--- src/rtl/regfile_sync_mp_pkg.sv ---
// regfile_sync_mp_pkg: default widths and clear-FSM encoding shared by the register file
package regfile_sync_mp_pkg;
  localparam int DEF_DATA_WIDTH = 16;
  localparam int DEF_ADDR_WIDTH = 5;
  typedef enum logic {IDLE = 1'b0, CLEAR = 1'b1} clr_state_e;
endpackage

--- src/rtl/regfile_rd_port.sv ---
// regfile_rd_port: one registered read port with zero-reg / clear / write-first bypass priority
module regfile_rd_port
  import regfile_sync_mp_pkg::*;
#(
  parameter int DATA_WIDTH = DEF_DATA_WIDTH,
  parameter int ADDR_WIDTH = DEF_ADDR_WIDTH,
  parameter int ZERO_REG   = 0
) (
  input  logic                  clk,
  input  logic                  rst_n,
  input  logic                  en,
  input  logic [ADDR_WIDTH-1:0] addr,
  input  logic                  clr_act,
  input  logic [ADDR_WIDTH-1:0] clr_addr,
  input  logic                  wr_act,
  input  logic [ADDR_WIDTH-1:0] wr_addr,
  input  logic [DATA_WIDTH-1:0] wr_data,
  input  logic [DATA_WIDTH-1:0] mem_data,
  output logic [DATA_WIDTH-1:0] data
);
  logic [DATA_WIDTH-1:0] nxt;
  always_comb
    nxt = (ZERO_REG != 0 && addr == '0)   ? '0 :
          (clr_act && clr_addr == addr)   ? '0 :
          (wr_act && wr_addr == addr)     ? wr_data : mem_data;
  always_ff @(posedge clk or negedge rst_n)
    if (!rst_n) data <= '0;
    else if (en) data <= nxt;
endmodule

--- src/rtl/regfile_sync_mp.sv ---
// regfile_sync_mp: multi-port register file with registered reads, one write port and a bulk-clear sweep
module regfile_sync_mp
  import regfile_sync_mp_pkg::*;
#(
  parameter int DATA_WIDTH = DEF_DATA_WIDTH,
  parameter int ADDR_WIDTH = DEF_ADDR_WIDTH,
  parameter int NUM_RD     = 3,
  parameter int ZERO_REG   = 0
) (
  input  logic                         clk,
  input  logic                         rst_n,
  input  logic [NUM_RD-1:0]            rd_en,
  input  logic [NUM_RD*ADDR_WIDTH-1:0] rd_addr,
  output logic [NUM_RD*DATA_WIDTH-1:0] rd_data,
  input  logic                         wr_en,
  input  logic [ADDR_WIDTH-1:0]        wr_addr,
  input  logic [DATA_WIDTH-1:0]        wr_data,
  input  logic                         clr_req,
  output logic                         busy,
  output logic                         wr_drop
);
  localparam int DEPTH = 1 << ADDR_WIDTH;
  logic [DATA_WIDTH-1:0] mem [DEPTH];
  clr_state_e            state;
  logic [ADDR_WIDTH-1:0] ptr;
  logic                  wr_ok;
  assign busy  = (state == CLEAR);
  assign wr_ok = wr_en && !busy && !(ZERO_REG != 0 && wr_addr == '0);
  // ptr wraps to 0 on the last sweep edge, which is also the exit condition
  always_ff @(posedge clk or negedge rst_n)
    if (!rst_n) begin
      state   <= IDLE;
      ptr     <= '0;
      wr_drop <= 1'b0;
    end else begin
      wr_drop <= wr_en && busy;
      state   <= (state == IDLE) ? (clr_req ? CLEAR : IDLE) : (&ptr ? IDLE : CLEAR);
      ptr     <= busy ? ptr + 1'b1 : '0;
    end
  always_ff @(posedge clk or negedge rst_n)
    if (!rst_n) begin
      for (int i = 0; i < DEPTH; i++) mem[i] <= '0;
    end else begin
      if (busy) mem[ptr] <= '0;
      if (wr_ok) mem[wr_addr] <= wr_data;
    end
  for (genvar k = 0; k < NUM_RD; k++) begin : g_rd
    regfile_rd_port #(
      .DATA_WIDTH(DATA_WIDTH),
      .ADDR_WIDTH(ADDR_WIDTH),
      .ZERO_REG  (ZERO_REG)
    ) u_port (
      .clk     (clk),
      .rst_n   (rst_n),
      .en      (rd_en[k]),
      .addr    (rd_addr[k*ADDR_WIDTH +: ADDR_WIDTH]),
      .clr_act (busy),
      .clr_addr(ptr),
      .wr_act  (wr_ok),
      .wr_addr (wr_addr),
      .wr_data (wr_data),
      .mem_data(mem[rd_addr[k*ADDR_WIDTH +: ADDR_WIDTH]]),
      .data    (rd_data[k*DATA_WIDTH +: DATA_WIDTH])
    );
  end
endmodule

--- config.mk ---
export PLATFORM = sky130hd
export DESIGN_NAME = regfile_sync_mp
export DESIGN_NICKNAME = d
export VERILOG_FILES = /design/src/rtl/regfile_sync_mp_pkg.sv /design/src/rtl/regfile_rd_port.sv /design/src/rtl/regfile_sync_mp.sv
export SDC_FILE = /design/constraint.sdc
export NUM_CORES = 2
export LEC_CHECK = 0
export CORE_MARGIN = 8
export CORE_UTILIZATION = 41
export DETAILED_ROUTE_END_ITERATION = 10
export PLACE_DENSITY_LB_ADDON = 0.15
export SYNTH_ARGS = -nofsm -noshare
export SYNTH_HDL_FRONTEND = slang
export SYNTH_HIERARCHICAL = 1
export SYNTH_SLANG_ARGS = --single-unit
--- constraint.sdc ---
create_clock -name clk -period 4.8 [get_ports clk]
set_input_delay 0.72 -clock clk [delete_from_list [all_inputs] [get_ports clk]]
set_output_delay 0.72 -clock clk [all_outputs]
set_load 0.02 [all_outputs]
* Word-level counts from Yosys, hierarchy flattened
Index checks and enable logic that the tools add are counted.
Storage, ports and cells: bits in registers 567, output and inout port bits 50
Cells by class: add/subtract/negate cells 1, $lt $le $gt $ge 7, equality and inequality tests 6, muxes and demuxes 26, bitwise logic cells 7, reduce and logical (&&, ||, !) cells 12
Operators with widths (number):
- $mux W512 | 2
- $and A512 B512 Y512 | 1
- $bwmux W512 | 1
- $not A512 Y512 | 1
- $bmux W16 S5 | 3
- $mux W16 | 14
- $demux W16 S5 | 2
- $eq A5 B5 Y1 | 6
- $ge A6 B6 Y1 const B | 5
- $not A5 Y6 | 5
- $lt A6 B1 Y1 const B | 2
- $logic_and A1 B1 Y1 | 10
- $add A5 B1 Y5 const B | 1
- $mux W5 | 1
- $reduce_and A5 Y1 | 1
- $mux W1 | 3
- $logic_not A1 Y1 | 1

* Longest topological paths before layout
word-level depth 10, depth in mapped cells 10, mapped depth without buffers 7

* Modules after synthesis
The synthesis kept the hierarchy.
By module, submodules not included:
- regfile_sync_mp | instances 1, cells each 4057, area each 33986.3 um2, seq. area each 12987.5 um2
- regfile_rd_port | instances 3, cells each 143, area each 1300.0 um2, seq. area each 400.4 um2

* Worst setup path before layout
Ideal clock, no wire load.
kind in2reg, from in rd_addr[1], to reg g_rd[0].u_port.data[15], arrival 2044 ps, slack 2608 ps, stages 10, path buffers 4, cell sequence buf_2 buf_4 buf_2 buf_2 mux2i_1 nand2_1 a31oi_1 nand3_1 o31ai_1 a22oi_1
Between the ends: cells in the longest elaborated chain, start to end 6
RTL lines:
- start, declared | RTL line regfile_sync_mp.sv:13 | input logic [NUM_RD*ADDR_WIDTH-1:0] rd_addr,
- $not A5 Y6 (implied by the code) | RTL line regfile_sync_mp.sv:62 | .mem_data(mem[rd_addr[k*ADDR_WIDTH +: ADDR_WIDTH]]),
- $bmux W16 S5 | RTL line regfile_sync_mp.sv:62
- $mux W16 (implied by the code) (2 in series) | RTL line regfile_sync_mp.sv:62
- $mux W16 | RTL line regfile_rd_port.sv:25 | (wr_act && wr_addr == addr) ? wr_data : mem_data;
- $mux W16 * | RTL line regfile_rd_port.sv:24 | (clr_act && clr_addr == addr) ? '0 :
- end signal, assigned | RTL line regfile_rd_port.sv:28 | else if (en) data <= nxt;
- end, declared | RTL line regfile_rd_port.sv:19 | output logic [DATA_WIDTH-1:0] data
Every way passes the cells marked *; elsewhere a longest branch is shown, timed or not. The select of a mux whose other input is x is not followed. A chain may end at the register's enable or synchronous reset.

* Final worst setup path
from in rd_addr[0], to reg g_rd[0].u_port.data[5]
Same word-level chain as after synthesis.

==> run_results.csv <==
group,metric,value,unit
final_layout,seq_area,14200,µm²
route,final_antenna_net_count,0,
global_route,grt_overflow,0,
clock_network,cts_tree,"yes",
placed_design,dp.cells,5475,
final_layout,fin_util,46.0,%
clock_network,cts.sinks,567,
clock_network,cts_buffers,72,
logic_synthesis,synth.ff_latch_count,567,
route,dr.pass1.iters,6,
min_path,hp-class,"input pin to async pin",
critical_path,crit_type,"input pin to register",
logic_synthesis,synth_fp_nets,4534,
final_layout,multi_input_area,21900,µm²
logic_synthesis,synth_top_area_share,37.5,%
route,via_count,35200,
logic_synthesis,yosysSeqAreaShare,37.5,%
route,drt_iter0_markers,4366,
critical_path,start_kind,"input pin",
timing,fmax,277,MHz
power,p_leak,18.4,nW
final_layout,fillers,8946,
power,vdd_drop_max,0.000362,V
global_route,grt_max_degree,94,
power,powerDensity,549,nW/µm²
route,wl_per_cell,29.9,µm
run_status,status,"finished clean",
floorplan,initial_utilization,41.3,%
clock_network,cts_buffer_depth,3,
clock_network,cts_setup_buffers,0,
timing,finalSetupViolCount,0,
floorplan,fp.dieArea,102000,µm²
final_layout,syn2layout_area_growth,11.4,%
critical_path,reg2regPathDepth,4,
clock_network,clockRootBuffer,"clkbuf_16",
timing,fin_crit_sh,75.2,%
placed_design,place_area,39800,µm²
logic_synthesis,synthTopCellsByArea,"dfrtp_1 (37%), mux2i_1 (20%), nand2_1 (11%)",
global_route,antenna_found_initial,4,
route,drcViolationCount,0,
timing,fin_skew,0.0257,ns
logic_synthesis,synth_warnings,6,
logic_synthesis,synth_area_per_cell,8.45,µm²
critical_path,required,5.29,ns
clock_network,cts_hold_buffers,0,
clock_network,post_cts_resized,0,
final_layout,final_cell_mix,"nand2_1 (1129), mux2i_1 (769), dfrtp_1 (567)",
critical_path,crit_fanout,24,
floorplan,fp.coreArea,91700,µm²
timing,hold_viol_final,0,
final_layout,final_area,42200,µm²
clock_network,htree_levels,3,
logic_synthesis,synth.distinct_cells,43,
timing,fin_crit,3.61,ns
logic_synthesis,synthCells,4486,
global_route,grt_usage,31.7,%
placed_design,routabilityCongestion,1.03,
timing,fin_tns_setup,0,ns
floorplan,die_y,320,µm
logic_synthesis,synth_top_cell_by_area,"dfrtp_1",
critical_path,critPathCaptureType,"register",
route,routed_wl,168000,µm
timing,relSlewSlack,12.3,%
logic_synthesis,syn_area,37900,µm²
clock_network,worstSkewPairLatency,0.65,ns
global_route,grt_pass1_vias,33400,
placed_design,portBuffers,92,
logic_synthesis,synth_edf_count,0,
final_layout,drive_above_1_share,7.48,%
floorplan,fp.dieW,320,µm
final_layout,final_common_cell,"nand2_1",
timing,worst_pin_slew,1.32,ns
logic_synthesis,synth_async_sr_flop_share,100,%
timing,maxSlewViolCount,0,
global_route,grt_first_pass_wirelength,242000,µm
placed_design,place.detailed.hpwl,113000,µm
final_layout,fin_cells,5601,
route,via_per_inst,6.28,
job,maxCapViolations,0,
timing,rsz0062_at_grt,"false",
critical_path,regToRegStartpoint,"ptr[0]",
floorplan,fp-row-count,111,
floorplan,io_pins,93,
critical_path,critPathLaunch,"rd_addr[0]",
logic_synthesis,synthFlopType,"dfrtp_1",
clock_network,clk_pin_slew,0.06,ns
critical_path,arrival,4.10,ns
final_layout,final_nets,4411,
-- metal layers --
| metal | global-route usage (%) | vias to the layer above | wire [µm] |
|---|---|---|---|
| met5 | 0 | - | 13 |
| met4 | 20.4 | 2 | 12900 |
| met3 | 7.80 | 506 | 16300 |
| met2 | 47.1 | 1922 | 71300 |
| met1 | 41.0 | 17000 | 67100 |
| li1 | - | 15700 | - |
-- cells in the mapped netlist (25+ instances only) --
cell,number
a21oi_1,96
a22o_1,96
a22oi_1,231
a31oi_1,87
buf_2,120
buf_4,25
clkbuf_1,247
dfrtp_1,567
mux2i_1,769
nand2_1,1129
nand2b_1,63
nand3_1,131
nand4_1,54
nor2_1,30
nor2b_1,47
nor3_1,49
nor4b_1,39
o21ai_0,493
o31ai_1,48
-- path summary, 6_finish.rpt --
path	endpoint	slack, ns
setup / recovery	g_rd[0].u_port/data[5]	1.19
hold / removal	mem[476]	0.17
setup reg to reg	mem[454]	1.79
hold reg to reg	mem[509]	0.56
max in group asynchronous	mem[320]	3.51
min in group clk	mem[509]	0.56
-- kinds of logic (layout without fill, tap and decap cells) --
kind of cell,after synthesis,after routing,synth area share (%)
AOI/OAI and AO/OA,1091,1091,17.8
xor gates and xnor gates,23,23,0.532
adders and majority gates,5,5,0.165
buffers and inverters,437,364,5.06
DFF,567,567,37.5
muxes,769,769,20.3
other,0,2,0
and+or+nand+nor,1594,1594,18.7
-- sequential cells by signal, indices dropped and copies added, names as in the netlist --
name,cells
wr_drop,1
ptr,5
mem,512
g_rd.u_port/data,48
busy,1
-- critical path: stages --
cell             delay (ns)
clkdlybuf4s50_1        0.82
nor2b_4                0.63
buf_4                  0.46
a22o_1                 0.20
nor3_1                 0.08
a31oi_1                0.68
nand3_1                0.19
o31ai_1                0.15
a22oi_1                0.12
-- power by group --
group	internal [mW]	switching [mW]	leakage, nW	total, mW
logic	3.15	4.67	10.1	7.82
registers	6.95	2.70	7.16	9.65
clock network	3.42	2.27	1.18	5.69
-- layout make-up --
| class | instances | area share (%) |
|---|---|---|
| clock inverters | 26 | 0.818 |
| multi-input cells | 3482 | 51.9 |
| clock buffers | 98 | 4.87 |
| well taps | 1186 | 3.52 |
| diodes | 2 | 0.0119 |
| inverters | 12 | 0.107 |
| repair buffers | 228 | 5.14 |
| flip-flops and latches | 567 | 33.6 |
-- per-stage QoR --
step           hold WS (ns)  total power [mW]  worst slack (ns)
3_5_place_dp          0.553              17.3             0.806
3_3_place_gp          0.541              17.1             0.856
4_1_cts               0.186              23.0              1.49
2_1_floorplan         0.424              13.8              2.61
5_1_grt               0.218              24.4              1.27
6_report              0.165              23.2              1.19
Power figures use the tool's default switching activity.
